`src/rtl/atc_stage_reg.sv`:
```
// Purpose : pipeline inter-stage register carrying hazard tags, payload and valid bit.
// Latency : 1 cycle, input to output; wr_en_o is combinational from the registers.
// Backpress: stall_i holds all contents; flush_i (or valid_i=0) loads the all-zero bubble.
//
// Ports:
//   clk, rst        rising-edge clock, asynchronous active-high reset
//   stall_i         hold current contents (lower priority than flush_i)
//   flush_i         replace contents with a bubble
//   valid_i         upstream stage holds a real instruction
//   ra_i / ra_o     NREAD source-register addresses, field k at [k*REG_AW +: REG_AW]
//   wa_i / wa_o     destination register address
//   res_i / res_o   result-source code, 0 means no register write
//   data_i / data_o payload (PC, ALU result, ...)
//   valid_o         registered valid
//   wr_en_o         valid_o & (res_o != 0) & (wa_o != 0)
//   stall_cnt_o     saturating count of stalled edges
//   bubble_cnt_o    saturating count of bubble-loading edges
//
// Optional feature macro: ATC_STAT_EN builds the two statistics counters.
// Without it both counter ports are tied to 0 and no counter flops exist.
// Parameter limits: NREAD in 1..4, DATA_W >= 1.

module atc_stage_reg #(
    parameter int REG_AW = 5,
    parameter int NREAD  = 2,
    parameter int RES_W  = 2,
    parameter int DATA_W = 32
) (
    input  logic                    clk,
    input  logic                    rst,
    input  logic                    stall_i,
    input  logic                    flush_i,
    input  logic                    valid_i,
    input  logic [NREAD*REG_AW-1:0] ra_i,
    input  logic [REG_AW-1:0]       wa_i,
    input  logic [RES_W-1:0]        res_i,
    input  logic [DATA_W-1:0]       data_i,
    output logic                    valid_o,
    output logic [NREAD*REG_AW-1:0] ra_o,
    output logic [REG_AW-1:0]       wa_o,
    output logic [RES_W-1:0]        res_o,
    output logic [DATA_W-1:0]       data_o,
    output logic                    wr_en_o,
    output logic [15:0]             stall_cnt_o,
    output logic [15:0]             bubble_cnt_o
);

    // A bubble is loaded on flush (which overrides stall) or when an
    // unstalled edge sees no real instruction upstream, so stale tags
    // never reach the hazard unit.
    logic load_bubble;
    logic load_capture;

    assign load_bubble  = flush_i | (~stall_i & ~valid_i);
    assign load_capture = ~flush_i & ~stall_i & valid_i;

    always_ff @(posedge clk or posedge rst) begin
        if (rst) begin
            valid_o <= 1'b0;
            ra_o    <= '0;
            wa_o    <= '0;
            res_o   <= '0;
            data_o  <= '0;
        end else if (load_bubble) begin
            valid_o <= 1'b0;
            ra_o    <= '0;
            wa_o    <= '0;
            res_o   <= '0;
            data_o  <= '0;
        end else if (load_capture) begin
            valid_o <= 1'b1;
            ra_o    <= ra_i;
            wa_o    <= wa_i;
            res_o   <= res_i;
            data_o  <= data_i;
        end
        // remaining case is a stall: every register holds
    end

    // $zero is hardwired, so wa=0 never produces a write.
    assign wr_en_o = valid_o & (res_o != '0) & (wa_o != '0);

`ifdef ATC_STAT_EN
    logic [15:0] stall_cnt_q;
    logic [15:0] bubble_cnt_q;
    logic        stall_edge;

    assign stall_edge = stall_i & ~flush_i;

    // Both counters saturate at all-ones rather than wrapping.
    always_ff @(posedge clk or posedge rst) begin
        if (rst) begin
            stall_cnt_q  <= 16'd0;
            bubble_cnt_q <= 16'd0;
        end else begin
            if (stall_edge && (stall_cnt_q != 16'hFFFF)) begin
                stall_cnt_q <= stall_cnt_q + 16'd1;
            end
            if (load_bubble && (bubble_cnt_q != 16'hFFFF)) begin
                bubble_cnt_q <= bubble_cnt_q + 16'd1;
            end
        end
    end

    assign stall_cnt_o  = stall_cnt_q;
    assign bubble_cnt_o = bubble_cnt_q;
`else
    assign stall_cnt_o  = 16'd0;
    assign bubble_cnt_o = 16'd0;
`endif

endmodule
```
`config.mk`:
```
export PLATFORM = sky130hd
export DESIGN_NAME = atc_stage_reg
export DESIGN_NICKNAME = d
export VERILOG_FILES = /design/src/rtl/atc_stage_reg.sv
export SDC_FILE = /design/constraint.sdc
export NUM_CORES = 1
export LEC_CHECK = 0
export BUFFER_PORTS_ARGS = -buffer_cell sky130_fd_sc_hd__buf_2
export CAP_MARGIN = 20
export CORE_ASPECT_RATIO = 0.9
export CORE_MARGIN = 5
export CORE_UTILIZATION = 35
export DETAILED_ROUTE_END_ITERATION = 6
export GPL_TIMING_DRIVEN = 0
export PLACE_DENSITY = 0.8
export SYNTH_ARGS = -nofsm -noshare
export SYNTH_HDL_FRONTEND = slang
export SYNTH_SLANG_ARGS = --single-unit
export TNS_END_PERCENT = 30
```
`constraint.sdc`:
```
create_clock -name clk -period 1.36 [get_ports clk]
set_clock_uncertainty 0.05 [all_clocks]
set_input_delay 0.204 -clock clk [delete_from_list [all_inputs] [get_ports clk]]
set_output_delay 0.204 -clock clk [all_outputs]
set_load 0.01 [all_outputs]
```
==> results.cfg, run 1 <==
[yosys]
syn-mean-instance-area_um2 = 14.4
ys_seq_area_share_pct = 57.7
synth.distinct_cells = 15
synth.top_cell.area_share_pct = 57.7
synth_area_mm2 = 0.00217
synthTopCellsByArea = dfrtp_1 (58%), a22o_2 (17%), buf_4 (11%), a22o_1 (4.8%), buf_8 (3.5%)
synth-seq-cells = 50
syn_inst = 151
ys_warn_count = 0
yosys.area.top_type = dfrtp_1

[cells_and_area]
final_cell_mix = buf_2 (103), dfrtp_1 (50), a22o_2 (37), buf_4 (34), conb_1 (32)
fin_util_pct = 50.5
antennaDiodeCount = 0
nets = 351
layout_commonest_cell = buf_2
final_area_mm2 = 0.00307
syn_to_final_growth_pct = 41.5
drive_above_1_share_pct = 66.7

[drt]
post_drt_wl_per_cell_um = 13.4
drtAntennaViolNets = 0
dr.pass1.iters = 4
wl_met3_um = 539
drc = 0
wirelength_mm = 4.94
met2_length_mm = 2.19
via_count = 1603
drtIter0Drc = 30
top_layer_used = met4
wl_met1_mm = 2.15
viasPerCell = 4.34

[timing]
period_needed_ns = 1.36
clock.fmax_mhz = 738
setup_viol = 0
final_hold_viol_count = 0
rsz0062_at_grt = yes
fin_crit_sh_pct = 99.7
setup-tns-final_ns = 0
finalMaxSlewViolations = 0

[run]
maxCapViolCount = 0

[grt]
grt_pass1_wl_mm = 7.99
grt_pass1_vias = 1665
antenna_found_initial = 0
grt_overflow = 0
grt_max_degree = 51
globalRouteTotalUtil_pct = 12.8

[die]
core_mm2 = 0.00608
dieArea_mm2 = 0.00788
die_width_um = 93.0
fp-row-count = 27
io_pins = 137
start_util_pct = 35.7
fp.dieH_um = 84.7

[worst_setup_path]
critPathKind = flop to output pin
r2r_slack_ns = 0.31
end_kind = output pin
cp_data_required_time_ns = 1.11
crit_arrival_ns = 1.10
cp_max_fo = 2
cp-start-kind = flop

[cts]
clock_sinks = 50
clock_path_buffers = 2
numCtsBuffers = 5
cts_tree = done
cts.clk_slew.worst_paths_ns = 0.09
htree_levels = 2
clockRootBuffer = clkbuf_8
clock_latency_ns = 0.29

[power_and_ir_drop]
ir_drop_mv = 0.333
power.leakage_nw = 1.81
powerDensity_mw_per_mm2 = 1000

[place]
portBuffers = 104
post-dp-hpwl_mm = 3.72
place_congestion = 0.704
postPlaceCellArea_mm2 = 0.00290

[worst_hold_path]
hp-class = primary input to flop

[outcome]
run_status = finished, final reports clean
[cells in the mapped netlist, drive strengths merged]
cell type  number
o21ai           1
nor2b           1
nor2            1
a21o            1
nor3            1
conb            1
nor3b           1
inv             1
dfrtp          50
buf            43
a22o           49
a21oi           1
[worst max-delay path, stage by stage, from the launching register on]
cell and delay, ns:
dfrtp_1 0.41, nor3_2 0.18, a21oi_1 0.08, buf_2 0.14
[final timing paths]
check	start	end	cells past startpoint
min	data_i[27]	data_o[27]	2
min in group asynchronous	rst	data_o[21]	3
max reg2reg	wa_o[1]	wa_o[1]	3
max in group asynchronous	rst	res_o[1]	4
max	wa_o[1]	wr_en_o	3
min reg2reg	data_o[0]	data_o[0]	1
[cells by family (layout without fill, tap and decap cells)]
family / after synthesis / in the layout / synth area share, %
AO/OA/AOI/OAI: 52 / 52 / 22.8
flip-flops: 50 / 50 / 57.7
buffers and inverters: 44 / 159 / 17.8
AND/OR/NAND/NOR: 4 / 4 / 1.56
other: 1 / 32 / 0.173
[state kept, by name (all words and copies together), names as in the netlist]
register,flops
data_o,32
ra_o,10
wa_o,5
res_o,2
valid_o,1
[report_power, final]
group,switching (mW),internal [mW]
combinational,0.220,0.249
clock,0.449,0.588
sequential,0.0324,1.54
[layer usage]
layer,up-vias,GRT usage [%]
met4,0,3.20
met1,736,16.7
met2,89,19.8
met3,6,5.38
met5,-,0
li1,772,-
[repair_timing]
action	in CTS	in global routing
endpoints found under the hold margin	0	8
buffers inserted	1	1
hold buffers	0	1
resized for setup	1	1
endpoints found under the setup margin	1	1
[cell type report]
type / count / area (um2)
clock buffer: 6 / 82.6
buffer: 43 / 383
multi-input combinational: 88 / 653
fill: 553 / 3010
inverter: 1 / 7.51
tap: 72 / 90.1
clock inverter: 1 / 30.0
timing repair buffer: 108 / 572
sequential: 50 / 1250
[through the flow]
stage	hold WS [ns]	cells	power, mW	setup WS [ns]
global placement	0.370	358	2.05	0.174
CTS	0.0567	366	3.11	0.000946
finish	0.0666	369	3.08	0.00474
detailed placement	0.377	358	2.06	0.153
floorplan	0.196	182	1.89	0.373
global route	0.0523	369	3.22	-0.124
Note: power is estimated with default switching activity, not from simulation.
==> inputs of run 2 (changes only) <==
--- a/config.mk
+++ b/config.mk
@@ -9,10 +9,10 @@
 export CAP_MARGIN = 20
 export CORE_ASPECT_RATIO = 0.9
 export CORE_MARGIN = 5
-export CORE_UTILIZATION = 35
+export CORE_UTILIZATION = 38
 export DETAILED_ROUTE_END_ITERATION = 6
 export GPL_TIMING_DRIVEN = 0
-export PLACE_DENSITY = 0.8
+export PLACE_DENSITY = 0.85
 export SYNTH_ARGS = -nofsm -noshare
 export SYNTH_HDL_FRONTEND = slang
 export SYNTH_SLANG_ARGS = --single-unit
==> results.cfg, run 2 (same netlist as run 1, synthesis figures left out) <==
[outcome]
run_status = finished, final reports clean

[grt]
grt_pass1_vias = 1543
globalRouteTotalUtil_pct = 13.0
grt_pass1_wl_mm = 7.24
antenna_found_initial = 0
grt_max_degree = 51
grt_overflow = 0

[cts]
cts_tree = done
numCtsBuffers = 5
htree_levels = 2
clock_latency_ns = 0.29
cts.clk_slew.worst_paths_ns = 0.08
clockRootBuffer = clkbuf_8
clock_sinks = 50
post_cts_buffers = 0
clock_path_buffers = 2

[power_and_ir_drop]
p_seq_share_pct = 54.5
powerDensity_mw_per_mm2 = 955
power.leakage_nw = 1.79
p_int_mw = 2.20
pwr-share-clk_pct = 29.4
ir_drop_mv = 0.410
p_sw_mw = 0.692
combPwrFrac_pct = 16.1
switching_share_pct = 23.9
power.total_mw = 2.89

[die]
fp-row-count = 26
die_width_um = 89.6
dieArea_mm2 = 0.00732
io_pins = 137
fp.dieH_um = 81.7
core_mm2 = 0.00563
start_util_pct = 38.6

[drt]
drtAntennaViolNets = 0
drc = 0
via_count = 1612
wirelength_mm = 4.91
viasPerCell = 4.40
drtIter0Drc = 32
post_drt_wl_per_cell_um = 13.4
dr.pass1.iters = 4

[run]
maxCapViolCount = 0

[worst_setup_path]
cp_data_required_time_ns = 1.11
crit_arrival_ns = 1.08
end_kind = output pin
critPathKind = flop to output pin
cp_max_fo = 3
cp-start-kind = flop

[cells_and_area]
fin_util_pct = 53.7
ff_latch_area_mm2 = 0.00125
largest_reg_flops = 32
drive_above_1_share_pct = 66.2
fill_cells = 487
antennaDiodeCount = 0
syn_to_final_growth_pct = 39.4
fin_cells = 366
final_cell_mix = buf_2 (104), dfrtp_1 (50), a22o_2 (37), buf_4 (32), conb_1 (32)
nets = 349
regMostFlops = data_o
final_area_mm2 = 0.00302
layout_commonest_cell = buf_2
top_regs = data_o (32), ra_o (10), wa_o (5)
multiInputGateArea_um2 = 653

[place]
dp.cells = 356
place_congestion = 0.716
postPlaceCellArea_mm2 = 0.00290
portBuffers = 104
post-dp-hpwl_mm = 3.77

[timing]
final_hold_viol_count = 0
fin_crit_sh_pct = 97.9
setup_viol = 0
hold-worst-slack_ns = 0.0702
clock.fmax_mhz = 751
rsz0062_at_grt = yes
period_needed_ns = 1.33
finalMaxSlewViolations = 0

[worst_hold_path]
hp-class = primary input to flop
## run 2: cell count changes in the layout (fill, tap and decap cells not counted)
cell	delta
bufinv_16	-1
buf_2	+1
o21ai_1	+1
clkinv_2	+1
o21ai_0	-1
buf_6	-1
buf_4	-2
clkbuf_1	+1
## run 2: repair_timing
item,CTS,global route
hold buffers,0,1
endpoints found under the setup margin,1,1
gates resized for setup,0,2
pin swaps,2,0
gates cloned,0,0
hold endpoints to repair,0,20
## run 2: metrics by stage
stage | setup TNS (ns) | worst slack, ns
3_3_place_gp | 0 | 0.129
4_1_cts | -0.00577 | -0.00577
5_1_grt | -0.0359 | -0.0359
6_report | 0 | 0.0289
2_1_floorplan | 0 | 0.373
3_5_place_dp | 0 | 0.103
## run 2: layout make-up
| cell class | count | share of cell area [%] |
|---|---|---|
| sequential | 50 | 41.4 |
| multi-input combinational | 88 | 21.6 |
| timing repair buffer | 106 | 18.2 |
| buffer | 43 | 12.7 |
| tap | 70 | 2.90 |
| clock buffer | 7 | 2.85 |
| inverter | 1 | 0.248 |
| clock inverter | 1 | 0.165 |
## run 2: power by group through the flow
stage	Clock [mW]	Combinational, mW	Sequential [mW]
after floorplan	0	0.258	1.63
after CTS	0.896	0.459	1.57
final	0.849	0.465	1.57
after detailed placement	0	0.459	1.60
after global placement	0	0.449	1.60
after global routing	0.943	0.514	1.58
## run 2: path summary, 6_finish.rpt
kind / from / to / slack, ns / cells after the start
setup reg to reg: wa_o[1] / wa_o[1] / 0.54 / 1
setup / recovery: wa_o[3] / wr_en_o / 0.03 / 3
max in group asynchronous: rst / ra_o[4] / 0.36 / 4
hold / removal: data_i[31] / data_o[31] / 0.07 / 2
min in group asynchronous: rst / data_o[21] / 0.42 / 3
hold reg to reg: data_o[14] / data_o[14] / 0.45 / 1
## run 2: metal layers
layer	up-vias	global-route usage, %	wire [um]
li1	773	-	-
met1	746	16.9	1960
met2	87	20.5	2340
met3	6	4.71	563
met4	0	3.57	48
met5	-	0	0
## run 2: worst max-delay path, stage by stage, from the launching register on
cell,delay (ns)
dfrtp_1,0.41
nor3_2,0.17
a21oi_1,0.08
buf_2,0.14
==> inputs of run 3 (changes only) <==
--- a/config.mk
+++ b/config.mk
@@ -8,11 +8,12 @@
 export BUFFER_PORTS_ARGS = -buffer_cell sky130_fd_sc_hd__buf_2
 export CAP_MARGIN = 20
 export CORE_ASPECT_RATIO = 0.9
-export CORE_MARGIN = 5
+export CORE_MARGIN = 3
 export CORE_UTILIZATION = 38
 export DETAILED_ROUTE_END_ITERATION = 6
 export GPL_TIMING_DRIVEN = 0
 export PLACE_DENSITY = 0.85
+export REMOVE_ABC_BUFFERS = 1
 export SYNTH_ARGS = -nofsm -noshare
 export SYNTH_HDL_FRONTEND = slang
 export SYNTH_SLANG_ARGS = --single-unit
==> results.cfg, run 3 (same netlist as run 1, synthesis figures left out) <==
[place]
dp.cells = 313
place_ws_ns = -0.381
place_congestion = 0.685
postPlaceCellArea_mm2 = 0.00259
post-dp-hpwl_mm = 3.26
portBuffers = 104

[grt]
grt_max_degree = 27
grt_overflow = 0
antenna_found_initial = 0
globalRouteTotalUtil_pct = 14.3
grt_pass1_vias = 1461
grt_pass1_wl_mm = 7.47

[drt]
met2_length_mm = 2.15
wirelength_mm = 4.60
top_layer_used = met4
wl_met3_um = 428
drtAntennaViolNets = 0
wl_met1_mm = 1.97
dr.pass1.iters = 4
drtIter0Drc = 36
viasPerCell = 4.65
via_count = 1501
post_drt_wl_per_cell_um = 14.2
drc = 0

[power_and_ir_drop]
combPwrFrac_pct = 12.8
pwr-share-clk_pct = 33.8
p_int_mw = 2.26
powerDensity_mw_per_mm2 = 1080
power.leakage_nw = 1.58
p_sw_mw = 0.687
ir_drop_mv = 0.495
switching_share_pct = 23.3
p_seq_share_pct = 53.4

[run]
maxCapViolCount = 0

[cells_and_area]
final_cell_mix = buf_2 (104), dfrtp_1 (50), a22o_2 (37), conb_1 (32), a22o_1 (12)
top_regs = data_o (32), ra_o (10), wa_o (5)
final_area_mm2 = 0.00272
syn_to_final_growth_pct = 25.5
regMostFlops = data_o
fin_cells = 323
antennaDiodeCount = 0
largest_reg_flops = 32
fin_util_pct = 50.6
drive_above_1_share_pct = 60.9
nets = 309
layout_commonest_cell = buf_2

[timing]
final_hold_viol_count = 0
finalMaxSlewViolations = 0
period_needed_ns = 1.35
worst_pin_slew_ns = 0.887
maxSlewHeadroom_pct = 40.6
setup_viol = 0
setup-tns-final_ns = 0
rsz0062_at_grt = yes
fin_crit_sh_pct = 99.4
clock.fmax_mhz = 740
fin_ws_ns = 0.00787

[cts]
clockRootBuffer = clkbuf_8
cts_tree = done
cts.clk_slew.worst_paths_ns = 0.08
clock_sinks = 50
htree_levels = 2
clock_latency_ns = 0.29
numCtsBuffers = 5
clock_path_buffers = 2

[die]
fp.dieH_um = 77.7
start_util_pct = 40.3
die_width_um = 85.6
core_mm2 = 0.00538
fp-row-count = 25
dieArea_mm2 = 0.00665
io_pins = 137

[worst_setup_path]
crit_start = wa_o[1]
critPathKind = flop to output pin
crit_arrival_ns = 1.10
cp-start-kind = flop
cp_max_fo = 3
cp_data_required_time_ns = 1.11
end_kind = output pin
r2r_start = wa_o[1]

[outcome]
run_status = finished, final reports clean

[worst_hold_path]
hp-class = primary input to flop
hp-start = ra_i[3]
==> run 3: cell count changes in the layout (fill, tap and decap cells not counted), sizes merged <==
cell | before | now
buf | 148 | 107
bufinv | 0 | 1
clkinv | 1 | 0
clkinvlp | 1 | 0
inv | 0 | 1
nor3b | 1 | 2
==> run 3: worst max-delay path: stages (launching register included) <==
cell and delay, ns:
dfrtp_1 0.41, nor3_2 0.18, a21oi_1 0.08, buf_2 0.14
==> run 3: cell type report <==
cell class                 instances  area (um2)
fill                             485        2660
multi-input combinational         89         673
clock buffer                       7        76.3
sequential                        50        1250
clock inverter                     1        30.0
inverter                           1        3.75
timing repair buffer             108         606
tap                               67        83.8
==> run 3: stage by stage <==
stage	power [mW]	hold WS [ns]
global route	3.11	0.0591
global placement	1.94	0.371
detailed placement	1.97	0.243
floorplan	1.78	0.287
CTS	2.99	0.0611
finish	2.95	0.0715
==> run 3: path summary, 6_finish.rpt <==
path                            slack, ns  cells after the start         end
min in group asynchronous            0.44                      3   data_o[8]
worst min-delay path                 0.07                      2     ra_o[3]
worst min register to register       0.46                      1   data_o[0]
worst max register to register       0.55                      1     wa_o[1]
worst max-delay path                0.008                      3     wr_en_o
max in group asynchronous            0.29                      4  data_o[30]
==> run 3: layer usage <==
layer	vias to the layer above	track usage, %
li1	696	-
met1	717	19.6
met2	82	22.4
met3	6	3.82
met4	0	3.80
met5	-	0
==> run 3: power by group through the flow <==
stage               Sequential [mW]  Clock [mW]  Combinational, mW
floorplan                      1.63           0              0.150
global placement               1.60           0              0.337
detailed placement             1.60           0              0.373
CTS                            1.57        1.04              0.383
global route                   1.58        1.11              0.418
finish                         1.57       0.997              0.377
==> run 3: repair_timing <==
action                                  4_1_cts  5_1_grt
buffers inserted                              0        0
resized for setup                             1        0
gates cloned                                  1        0
hold endpoints to repair                     24        0
hold buffers                                  1        0
pin swaps                                     2        2
endpoints found under the setup margin       27        1
